--- src/rtl/mux_pkg.sv ---
// Shared definitions for the 3:1 mux family: select encodings, default data
// width and small index helpers.
package mux_pkg;

   localparam int WIDTH_DEFAULT = 3;

   typedef enum logic [1:0] {
      SEL_D0 = 2'd0,
      SEL_D1 = 2'd1,
      SEL_D2 = 2'd2
   } sel_e;

   // Successor of a select index in mod-3 rotation.
   function automatic sel_e next_sel(input sel_e v);
      case (v)
         SEL_D0:  return SEL_D1;
         SEL_D1:  return SEL_D2;
         default: return SEL_D0;
      endcase
   endfunction

   // One-hot request/grant bit for a select index.
   function automatic logic [2:0] sel_onehot(input sel_e v);
      case (v)
         SEL_D0:  return 3'b001;
         SEL_D1:  return 3'b010;
         SEL_D2:  return 3'b100;
         default: return 3'b000;
      endcase
   endfunction

endpackage

--- src/rtl/rr_pick_3.sv ---
// Combinational round-robin picker: the highest-priority requester in the
// order ptr+1, ptr+2, ptr wins.
module rr_pick_3
   import mux_pkg::*;
(
   input  logic [2:0] req,
   input  sel_e       ptr,
   output logic [2:0] gnt,
   output sel_e       idx
);

   sel_e c1_s;
   sel_e c2_s;

   assign c1_s = next_sel(ptr);
   assign c2_s = next_sel(c1_s);

   // Priority scan starting just after the last granted index.
   always_comb begin
      gnt = 3'b000;
      idx = ptr;
      if (|(req & sel_onehot(c1_s))) begin
         gnt = sel_onehot(c1_s);
         idx = c1_s;
      end else if (|(req & sel_onehot(c2_s))) begin
         gnt = sel_onehot(c2_s);
         idx = c2_s;
      end else if (|(req & sel_onehot(ptr))) begin
         gnt = sel_onehot(ptr);
         idx = ptr;
      end else begin
         gnt = 3'b000;
         idx = ptr;
      end
   end

endmodule

--- src/rtl/rr_mux_3_1.sv ---
// Round-robin 3:1 mux with a single registered output stage and valid/ready
// handshake; back-pressure stalls all sources.
module rr_mux_3_1
   import mux_pkg::*;
#(
   parameter int WIDTH = WIDTH_DEFAULT
) (
   input  logic             clk,
   input  logic             rst_n,
   input  logic [2:0]       req,
   input  logic [WIDTH-1:0] d0,
   input  logic [WIDTH-1:0] d1,
   input  logic [WIDTH-1:0] d2,
   output logic [2:0]       gnt,
   output logic [1:0]       s,
   output logic [WIDTH-1:0] y,
   output logic             y_valid,
   input  logic             y_ready
);

   logic             advance_s;
   logic [2:0]       pick_gnt_s;
   sel_e             pick_idx_s;
   logic [WIDTH-1:0] d_sel_s;

   logic [WIDTH-1:0] y_q, y_d;
   sel_e             s_q, s_d;
   sel_e             ptr_q, ptr_d;
   logic             vld_q, vld_d;

   rr_pick_3 u_pick (
      .req (req),
      .ptr (ptr_q),
      .gnt (pick_gnt_s),
      .idx (pick_idx_s)
   );

   assign advance_s = !vld_q || y_ready;
   // Grant is also masked while reset is held so no source is consumed then.
   assign gnt       = (advance_s && rst_n) ? pick_gnt_s : 3'b000;

   // Data select for the winning source.
   always_comb begin
      d_sel_s = d0;
      case (pick_idx_s)
         SEL_D0:  d_sel_s = d0;
         SEL_D1:  d_sel_s = d1;
         SEL_D2:  d_sel_s = d2;
         default: d_sel_s = d0;
      endcase
   end

   // Next state of the output stage: load on grant, drain when idle, hold on stall.
   always_comb begin
      y_d   = y_q;
      s_d   = s_q;
      ptr_d = ptr_q;
      vld_d = vld_q;
      if (advance_s) begin
         if (|pick_gnt_s) begin
            y_d   = d_sel_s;
            s_d   = pick_idx_s;
            ptr_d = pick_idx_s;
            vld_d = 1'b1;
         end else begin
            vld_d = 1'b0;
         end
      end else begin
         vld_d = vld_q;
      end
   end

   // Output stage and rotation pointer registers.
   always_ff @(posedge clk or negedge rst_n) begin
      if (!rst_n) begin
         y_q   <= {WIDTH{1'b0}};
         s_q   <= SEL_D0;
         ptr_q <= SEL_D2;
         vld_q <= 1'b0;
      end else begin
         y_q   <= y_d;
         s_q   <= s_d;
         ptr_q <= ptr_d;
         vld_q <= vld_d;
      end
   end

   assign y       = y_q;
   assign s       = s_q;
   assign y_valid = vld_q;

endmodule

--- config.mk ---
export PLATFORM = sky130hd
export DESIGN_NAME = rr_mux_3_1
export DESIGN_NICKNAME = d
export VERILOG_FILES = /design/src/rtl/mux_pkg.sv /design/src/rtl/rr_pick_3.sv /design/src/rtl/rr_mux_3_1.sv
export SDC_FILE = /design/constraint.sdc
export NUM_CORES = 1
export LEC_CHECK = 0
export BUFFER_PORTS_ARGS = -buffer_cell sky130_fd_sc_hd__buf_2
export CAP_MARGIN = 25
export CORE_AREA = 4 4 41 43
export DETAILED_ROUTE_END_ITERATION = 16
export DIE_AREA = 0 0 45 47
export PLACE_DENSITY_LB_ADDON = 0.2
export SLEW_MARGIN = 20
export SYNTH_ARGS = -nofsm -noshare
export SYNTH_HDL_FRONTEND = slang
export SYNTH_SLANG_ARGS = --single-unit
--- constraint.sdc ---
create_clock -name clk -period 2.4 [get_ports clk]
set_input_delay 0.12 -clock clk [delete_from_list [all_inputs] [get_ports clk]]
set_output_delay 0.12 -clock clk [all_outputs]
set_load 0.03 [all_outputs]
**Word-level counts from Yosys, hierarchy flattened**

Index checks and enable logic that the tools add are counted.

- Register bits after elaboration: 8
- Input bits: 15
- Output and inout port bits: 9
- Logic and storage cells: 42

- Eq/ne operators: 8
- Mux-type cells: 16
- Bitwise operators: 3
- Reductions and logical operators: 11

Operators by type and width:

| kind | number |
|---|---|
| $pmux W3 S3 | 3 |
| $mux W3 | 7 |
| $reduce_or A3 Y1 | 4 |
| $and A3 B3 Y3 | 3 |
| $eq A2 B1 Y1 const B | 4 |
| $eq A2 B2 Y1 const B | 4 |
| $pmux W2 S2 | 2 |
| $logic_not A2 Y1 | 3 |
| $pmux W3 S2 | 1 |
| $mux W2 | 2 |
| $reduce_and A2 Y1 | 1 |
| $logic_and A1 B1 Y1 | 1 |
| $logic_not A1 Y1 | 1 |
| $logic_or A1 B1 Y1 | 1 |
| $mux W1 | 1 |

**Logic depth before layout (Yosys ltp)**

Gate-level depths: netlist (run 1).

- Depth after elaboration: 18
- Depth in mapped cells: 9
- Depth with buffers taken out: 9

**Cells and area by module**

Synthesis (run 1) repeated with hierarchy kept, for this count alone.

- Cell total of the unflattened synthesis: 49
- Area total of the unflattened synthesis: 509.2 um2

By module, submodules not included:

| module | instances | cells each | area an instance (um2) | sequential area each (um2) |
|---|---|---|---|---|
| rr_mux_3_1 | 1 | 35 | 416.6 | 176.4 |
| rr_pick_3 | 1 | 14 | 92.6 | 0.0 |

**Worst setup path after synthesis (run 1)**

Ideal clock, no wire load.

- Path type: reg2reg
- Start point: register ptr_q[1]
- End point: register y_q[0] (netlist: y[0])
- Setup time: 0.126 ns
- Arrival time: 1.519 ns
- Setup slack: 0.755 ns
- Cell stages (with the launch flop): 9
- Path buffers: 0
- Period minus slack after synthesis: 1.645 ns
- Cells stage by stage: dfstp_2 > nor2b_1 > o21ai_0 > o211ai_1 > ha_1 > a22oi_1 > nor2_1 > a21oi_1 > o21ai_0

- Longest elaborated chain between the ends: 13

RTL lines:

| what | RTL line | text |
|---|---|---|
| from (decl) | rr_mux_3_1.sv:28 | `sel_e ptr_q, ptr_d;` |
| from (signal assigned) | rr_mux_3_1.sv:83 | `ptr_q <= ptr_d;` |
| $eq A2 B1 Y1 or $logic_not A2 Y1 (tied branches) | mux_pkg.sv:15, mux_pkg.sv:24 |  |
| $pmux W2 S2 | mux_pkg.sv:15 | `case (v)` |
| $eq A2 B1 Y1 or $logic_not A2 Y1 (tied branches) | mux_pkg.sv:15, mux_pkg.sv:24 |  |
| $pmux W2 S2 | mux_pkg.sv:15 |  |
| $eq A2 B2 Y1, or another cell as far along | mux_pkg.sv:24 | `case (v)` |
| $pmux W3 S3 | mux_pkg.sv:24 |  |
| $mux W3 | rr_pick_3.sv:22 | `if (\|(req & sel_onehot(c1_s))) begin` |
| $and A3 B3 Y3 | rr_pick_3.sv:25 | `end else if (\|(req & sel_onehot(c2_s))) begin` |
| $reduce_or A3 Y1 | rr_pick_3.sv:25 |  |
| $mux W2 or $mux W3 (tied branches) | rr_pick_3.sv:25 |  |
| $mux W2 or $mux W3 (tied branches) | rr_pick_3.sv:22 |  |
| $eq A2 B2 Y1, or another cell as far along | rr_mux_3_1.sv:45 | `case (pick_idx_s)` |
| $pmux W3 S2 or $reduce_and A2 Y1 (tied branches) | - |  |
| to (signal assigned) | rr_mux_3_1.sv:76 | `y_q <= {WIDTH{1'b0}};` |
| to (signal assigned) | rr_mux_3_1.sv:81 | `y_q <= y_d;` |
| to (decl) | rr_mux_3_1.sv:26 | `logic [WIDTH-1:0] y_q, y_d;` |

Several ways; a longest one is shown, not always the timed one. The select of a mux whose other input is x is not followed.
A chain may end at the register's enable or synchronous reset.

**Worst setup path in the final report (run 1)**

- Start point: register ptr_q[1]
- End point: register y_q[1] (netlist: y[1])

Same word-level chain as after synthesis.

==> results.json, run 1 <==
{
  "status": "complete, no violations",
  "power_leakage_nw": 0.3274,
  "routed_wl_microns": 1046,
  "maxCapViolCount": 0,
  "finalNetCount": 99,
  "layout_commonest_cell": "buf_2",
  "hold_path_class": "input pin to register",
  "grt-ovfl-total": 0,
  "htreeDepth": 1,
  "finalHoldViolCount": 0,
  "antenna_found_initial": 0,
  "path_clk_slew_ns": 0.06,
  "tightest_slew_ns": 0.4294,
  "slew_headroom_pct": 71.38,
  "start_util_pct": 36.73,
  "dp_hpwl_microns": 826.6,
  "num_vias": 468,
  "synth.avg_cell_area_sq_um": 8.690,
  "syn_inst": 55,
  "die-width_microns": 45,
  "arrival_ns": 1.93,
  "drv_slew": 0,
  "final-setup-viol-count": 0,
  "cts_buffer_depth": 2,
  "holdPathStages": 3,
  "critPathRequiredTime_ns": 2.51,
  "drc": 0,
  "antennaDiodeCount": 0,
  "gp_congestion": 0.7443,
  "detailedRoute.firstIterationViolations": 4,
  "cts-resized-gates": 0,
  "synth_seq_cells": 7,
  "path_class": "register to register",
  "dieHeight_microns": 47,
  "crit_path_end_kind": "register",
  "worst_slack_ns": 0.5861,
  "async_flop_share_pct": 100.0,
  "period_needed_ns": 1.814,
  "power_density_nw_per_um2": 831.1,
  "grt_pass1_vias": 391,
  "place_ws_ns": 0.5874,
  "yosys_most_used_dff": "dfrtp_1",
  "critPathLaunchType": "register",
  "layout-drive-gt1-share_pct": 35.80,
  "synth_cell_types": 24,
  "grt_pass1_wl_microns": 1676,
  "firstDrtPassIters": 2,
  "clock_latency_ns": 0.25,
  "synth_area_sq_um": 478.0,
  "ant_nets": 0,
  "fin_crit_sh_pct": 75.58,
  "grt_max_degree": 12,
  "port-buffer-count": 23,
  "ys_seq_area_share_pct": 36.91,
  "reg2reg_to": "y[1]",
  "reg2reg_slack_ns": 0.59,
  "ios": 24,
  "peakVddDrop_v": 0.0003211,
  "worst-r2r-cell-count": 8,
  "die_area_sq_um": 2115,
  "area_delta_synth_final_pct": 31.68,
  "cts_root_buffer": "clkbuf_4",
  "hold_end": "y[1]",
  "vias_per_cell": 4.875,
  "crit_fanout": 8,
  "yosysWarnings": 0,
  "core_area_sq_um": 1301,
  "setup_tns_ns": 0,
  "groute.usage.overall_pct": 10.53,
  "hp-start": "d0[1]",
  "syn-num-nets": 72,
  "clock_skew_ns": 0.006006,
  "max_freq_ghz": 0.5513,
  "rows": 13,
  "cts_tree": "yes",
  "final_cell_mix": "23 x buf_2, 7 x a21oi_1, 6 x dfrtp_1",
  "rsz0062_at_grt": "false",
  "synth_edf_count": 0,
  "cts_sinks": 7,
  "post_drt_wl_per_cell_microns": 10.90,
  "r2r_start": "ptr_q[1]",
  "numCtsBuffers": 3,
  "whs_ns": 0.1453
}
## area by class of cell
class,instances,area (sq um)
fillers,154,671.9
repair buffers,24,125.1
well taps,15,18.77
clock buffers,4,26.28
multi-input cells,41,264.0
flip-flops and latches,7,176.4
inverters,5,18.77
## metrics by stage
step	cell area, sq um	power, mW	util (%)	instances
after floorplan	478.0	0.3590	-	55
after global placement	593.1	0.4210	45.58	91
after detailed placement	593.1	0.4199	45.58	91
after CTS	629.4	0.5282	48.37	96
after global routing	629.4	0.5663	48.37	96
final	629.4	0.5231	48.37	96
## flip-flops by register name, summed over array words and instances (netlist names)
register,cells
s,2
ptr_q,1
y,3
y_valid,1
## synth_stat cells (2+ instances only)
| cell type | n | area share [%] |
|---|---|---|
| inv_1 | 5 | 3.9 |
| o21ai_1 | 2 | 2.1 |
| nand2_1 | 5 | 3.9 |
| nand2b_1 | 2 | 2.6 |
| a22oi_1 | 3 | 4.7 |
| dfrtp_1 | 6 | 31 |
| ha_1 | 2 | 5.2 |
| and3_1 | 2 | 2.6 |
| nor2_1 | 5 | 3.9 |
| a21oi_1 | 7 | 7.3 |
| o21ai_0 | 3 | 3.1 |
## routing by layer
| layer | vias up | part of all wire, % | GRT usage, % |
|---|---|---|---|
| li1 | 248 | - | - |
| met4 | 0 | 0 | 5.263 |
| met3 | 0 | 5.9 | 1.533 |
| met1 | 207 | 47 | 14.72 |
| met5 | - | 0 | 0 |
| met2 | 13 | 47 | 15.82 |
## kinds of logic (layout without fill, tap and decap cells)
group	Yosys count	after routing	synth area share [%]
AND/OR/NAND/NOR	17	17	17.28
AO/OA/AOI/OAI	22	22	32.72
adder cells (fa/ha/maj)	2	2	5.235
flip-flops	7	7	36.91
buffers and inverters	7	33	7.854
## critical path, cell delays in order, from the launching register on
cell and delay (ns):
dfstp_2 0.61, nor2b_1 0.09, o21ai_0 0.15, o211ai_1 0.15
ha_1 0.26, a22oi_1 0.17, nor2_1 0.05, a21oi_1 0.13
o21ai_1 0.07
## worst max path at each step
stage / endpoint / from / depth (start not counted) / slack (ns)
after CTS: y[1] / ptr_q[1] / 8 / 0.58
after global placement: y[0] / ptr_q[1] / 8 / 0.59
final: y[1] / ptr_q[1] / 8 / 0.59
after detailed placement: y[1] / ptr_q[1] / 8 / 0.59
after floorplan: y[0] / ptr_q[1] / 8 / 0.75
after global routing: y[0] / ptr_q[1] / 7 / 0.41
## power breakdown
part / leakage (nW) / total [mW] / switching (mW) / internal, mW
Sequential: 0.0821 / 0.181 / 0.0295 / 0.152
Clock: 0.0150 / 0.106 / 0.0427 / 0.0634
Combinational: 0.230 / 0.236 / 0.150 / 0.0855
Total: 0.327 / 0.523 / 0.222 / 0.301
## timing repair
action / CTS / global route
setup buffers: 0 / 0
hold buffers: 1 / 0
endpoints found under the hold margin: 7 / 0
(Power assumes the default switching activity.)
==> run 2: changes to the inputs <==
clock period = 1.5 ns   (was 2.4 ns; I/O delays follow)
==> run 2 against run 1 <==
Compared with the run above:
- the flow now finishes with violations (negative setup slack)
- power grew 90%
- wire length grew 19%
- via count grew 15%
- core utilization grew 12 points
- critical endpoint is now y[0]
- largest power group unchanged
==> results.json, run 2 (same netlist as run 1, synthesis figures left out) <==
{
  "gp_congestion": 0.7975,
  "clock_skew_ns": 0.008457,
  "hold_end": "y[2]",
  "reg2reg_slack_ns": -0.14,
  "drv_slew": 0,
  "start_util_pct": 36.73,
  "dp_hpwl_microns": 955.6,
  "critPathRequiredTime_ns": 1.63,
  "violations": "negative setup slack",
  "antennaDiodeCount": 0,
  "worst_slack_ns": -0.1372,
  "path_clk_slew_ns": 0.06,
  "critPathLaunchType": "register",
  "hold_path_class": "input pin to register",
  "period_needed_ns": 1.637,
  "largest_reg_flops": 3,
  "grt_max_degree": 9,
  "htreeDepth": 1,
  "cts_tree": "yes",
  "cp_slowest_cell": "dfstp_2",
  "vias_per_cell": 4.963,
  "holdPathStages": 3,
  "cts_buffer_depth": 2,
  "die-width_microns": 45,
  "num_vias": 536,
  "port-buffer-count": 23,
  "cts_root_buffer": "clkbuf_4",
  "layout-drive-gt1-share_pct": 55.91,
  "r2r_start": "ptr_q[1]",
  "startpoint": "ptr_q[1]",
  "cts_sinks": 7,
  "final_cell_mix": "21 x buf_2, 10 x buf_4",
  "peakVddDrop_v": 0.0005226,
  "layout_commonest_cell": "buf_2",
  "cp_cell_sequence": "nor2b_4 > o21ai_2 > o211ai_1 > ha_2 > buf_4 > a21oi_1 > o21ai_1",
  "ios": 24,
  "dieHeight_microns": 47,
  "area_delta_synth_final_pct": 63.61,
  "routed_wl_microns": 1249,
  "drc": 0,
  "rsz0062_at_grt": "true",
  "status": "finished with violations",
  "max_freq_ghz": 0.6108,
  "clock_latency_ns": 0.25,
  "nFillCells": 119,
  "grt_pass1_vias": 496,
  "final-setup-viol-count": 4,
  "detailedRoute.firstIterationViolations": 8,
  "die_area_sq_um": 2115,
  "tightest_slew_ns": 0.2731,
  "groute.usage.overall_pct": 12.80,
  "place_ws_ns": -0.1704,
  "ant_nets": 0,
  "fin_util_pct": 60.10,
  "rows": 13,
  "finalHoldViolCount": 0,
  "arrival_ns": 1.77,
  "crit_path_end_kind": "register",
  "core_area_sq_um": 1301,
  "numCtsBuffers": 3,
  "maxCapViolCount": 0,
  "slew_headroom_pct": 81.71,
  "grt_pass1_wl_microns": 1994,
  "power_density_nw_per_um2": 1274,
  "hp-start": "d0[2]",
  "power.total_mw": 0.9963,
  "crit_fanout": 5,
  "finalNetCount": 111,
  "fin_crit_sh_pct": 109.1,
  "grt-ovfl-total": 0,
  "antenna_found_initial": 0,
  "path_class": "register to register",
  "worst_path_largest_cell_delay_ns": 0.56,
  "reg2reg_to": "y[0]",
  "firstDrtPassIters": 4,
  "worst-r2r-cell-count": 7,
  "power_leakage_nw": 0.3956,
  "post_drt_wl_per_cell_microns": 11.56
}
run 2: final cells by class:
| class | instances | area, sq um | share of cell area (%) |
|---|---|---|---|
| Multi-Input combinational cell | 41 | 306.5 | 39.20 |
| Clock buffer | 4 | 26.28 | 3.360 |
| Tap cell | 15 | 18.77 | 2.400 |
| Timing Repair Buffer | 36 | 231.5 | 29.60 |
| Inverter | 5 | 21.27 | 2.720 |
| Sequential cell | 7 | 177.7 | 22.72 |
run 2: repair_timing:
action | in CTS | in global routing
resized for setup | 6 | 12
hold endpoints to repair | 7 | 0
endpoints found under the setup margin | 4 | 5
setup buffers | 1 | 3
pin swaps | 2 | 5
hold buffers | 1 | 0
run 2: report_power, final:
part           switching (mW)  total (mW)  leakage (nW)  internal (mW)
registers              0.0347       0.279        0.0809          0.244
logic                   0.304       0.547         0.300          0.244
clock network          0.0684       0.170        0.0150          0.101
run 2: how the worst max path moves through the flow:
| stage | to | slack [ns] | cells past startpoint |
|---|---|---|---|
| 2_1_floorplan | y[0] | -0.1 | 7 |
| 3_3_place_gp | y[1] | -0.13 | 7 |
| 3_5_place_dp | y[1] | -0.17 | 7 |
| 4_1_cts | y[1] | -0.16 | 7 |
| 5_1_grt | y[2] | -0.24 | 7 |
| 6_report | y[0] | -0.14 | 7 |
run 2: routing by layer:
metal	vias to the layer above	part of all wire, %	global-route usage [%]
met4	0	0	5.263
met1	243	43	15.74
met2	20	51	22.03
met3	0	6.4	2.299
li1	273	-	-
met5	-	0	0
run 2: worst max-delay path: cells and delay by family, from the launching register on:
kind	cells	cell delay [ns]
AOI/OAI and AO/OA	4	0.44
DFF	1	0.56
buffers and inverters	1	0.15
and+or+nand+nor	1	0.05
adders and majority gates	1	0.32
run 2: stage by stage:
step	setup TNS (ns)	hold WS [ns]	area (sq um)	std cells
finish	-0.4213	0.1068	782.0	108
global route	-0.8867	0.1039	782.0	108
floorplan	-0.2842	-0.2206	483.0	55
detailed placement	-0.4591	-0.07607	658.1	99
CTS	-0.4256	0.1012	718.2	105
global placement	-0.3301	-0.07537	658.1	99
==> run 3: changes to the inputs <==
CORE_AREA = 8 8 45 47   (was 4 4 41 43)
CTS_CLUSTER_SIZE = 40   (was unset)
DIE_AREA = 0 0 53 55   (was 0 0 45 47)
PLACE_DENSITY = 0.76   (was unset)
PLACE_DENSITY_LB_ADDON = unset   (was 0.2)
==> run 3 against run 2 <==
Compared with the run above:
- the run still ends with negative setup slack left
- clock-buffer cell count shrank 1
- global-route usage shrank 3.1 points
- wire length grew 15%
- critical endpoint is now y[1]
- largest power group unchanged
- highest routed layer is now met4
==> results.json, run 3 (same netlist as run 1, synthesis figures left out) <==
{
  "drv_slew": 0,
  "rows": 14,
  "area_delta_synth_final_pct": 57.85,
  "power_leakage_nw": 0.3934,
  "detailedRoute.firstIterationViolations": 15,
  "status": "finished with violations",
  "place_ws_ns": -0.1768,
  "clock_latency_ns": 0.25,
  "grt-ovfl-total": 0,
  "crit_fanout": 5,
  "max_freq_ghz": 0.5758,
  "antennaDiodeCount": 0,
  "critPathRequiredTime_ns": 1.62,
  "grt_pass1_wl_microns": 2145,
  "fin_crit_sh_pct": 115.8,
  "vias_per_cell": 4.973,
  "dieHeight_microns": 55,
  "drc": 0,
  "slew_headroom_pct": 80.15,
  "whs_ns": 0.09945,
  "violations": "negative setup slack",
  "arrival_ns": 1.86,
  "die_area_sq_um": 2915,
  "period_needed_ns": 1.737,
  "maxCapViolCount": 0,
  "groute.usage.overall_pct": 9.681,
  "layout-drive-gt1-share_pct": 50.00,
  "final-setup-viol-count": 4,
  "dp_hpwl_microns": 1070,
  "path_clk_slew_ns": 0.06,
  "hold_path_class": "input pin to register",
  "antenna_found_initial": 0,
  "start_util_pct": 34.54,
  "htreeDepth": 1,
  "port-buffer-count": 23,
  "clock_skew_ns": 0.008942,
  "layout_commonest_cell": "buf_2",
  "ios": 24,
  "finalHoldViolCount": 0,
  "finalNetCount": 112,
  "post_drt_wl_per_cell_microns": 13.02,
  "final_cell_mix": "21 x buf_2, 13 x buf_4, 7 x a21oi_1, 6 x dfrtp_1",
  "largest_reg_flops": 3,
  "gp_congestion": 0.7922,
  "core_area_sq_um": 1384,
  "crit_path_end_kind": "register",
  "cts_sinks": 7,
  "grt_max_degree": 11,
  "cts_root_buffer": "clkbuf_4",
  "firstDrtPassIters": 4,
  "worst_slack_ns": -0.2367,
  "tightest_slew_ns": 0.2965,
  "cts_buffer_depth": 2,
  "routed_wl_microns": 1432,
  "numCtsBuffers": 3,
  "cts_tree": "yes",
  "peakVddDrop_v": 0.0005326,
  "power.total_mw": 0.9899,
  "critPathLaunchType": "register",
  "num_vias": 547,
  "path_class": "register to register",
  "power_density_nw_per_um2": 1312,
  "rsz0062_at_grt": "true",
  "die-width_microns": 53,
  "ant_nets": 0,
  "grt_pass1_vias": 521
}
==> run 3: timing repair <==
item                                    in CTS  in global routing
hold buffers                                 1                  0
resized for setup                            3                  3
endpoints found under the setup margin       5                  6
cloned                                       0                  0
pin swaps                                    2                  3
setup buffers                                1                  3
endpoints found under the hold margin        7                  0
==> run 3: path summary, 6_finish.rpt <==
kind	start	end	slack (ns)	depth (start not counted)
min	req[0]	y_valid	0.1	3
max in group asynchronous	rst_n	ptr_q[1]	1.09	2
min reg2reg	y[0]	y[0]	0.48	2
min in group asynchronous	rst_n	s[1]	0.18	2
max reg2reg	ptr_q[1]	y[1]	-0.24	7
max	ptr_q[1]	y[1]	-0.24	7
==> run 3: per-layer routing <==
metal | up-vias | global-route usage (%) | part of all wire, %
met5 | - | 0 | 0
met1 | 257 | 10.84 | 39
li1 | 273 | - | -
met4 | 0 | 6.466 | 0.49
met2 | 15 | 16.21 | 57
met3 | 2 | 2.139 | 3.4
==> run 3: area by class of cell <==
| class | instances | area (sq um) |
|---|---|---|
| fill | 128 | 629.4 |
| multi-input combinational | 41 | 276.5 |
| timing repair buffer | 37 | 235.2 |
| sequential | 7 | 176.4 |
| clock buffer | 3 | 22.52 |
| tap | 16 | 20.02 |
| inverter | 5 | 18.77 |
| clock inverter | 1 | 5.005 |
==> run 3: power breakdown <==
group	switching, mW	internal [mW]
registers	0.0362	0.243
clock network	0.0761	0.0977
logic	0.298	0.240
total	0.410	0.580
==> run 3: worst max-delay path, cell delays in order, from the launching register on <==
cell	delay, ns
dfstp_2	0.57
nor2b_2	0.06
o21ai_1	0.11
o211ai_1	0.16
ha_2	0.40
nor2_1	0.06
a21oi_1	0.13
o21ai_1	0.11
==> run 3: per-stage QoR <==
stage               util [%]  setup TNS, ns  cells  cell area (sq um)
finish                 54.52        -0.7908    110              754.5
detailed placement     48.19        -0.4927    101              666.9
floorplan                  -        -0.2842     55              483.0
CTS                    52.08        -0.7163    107              720.7
global route           54.52         -1.212    110              754.5
global placement       48.19        -0.3303    101              666.9
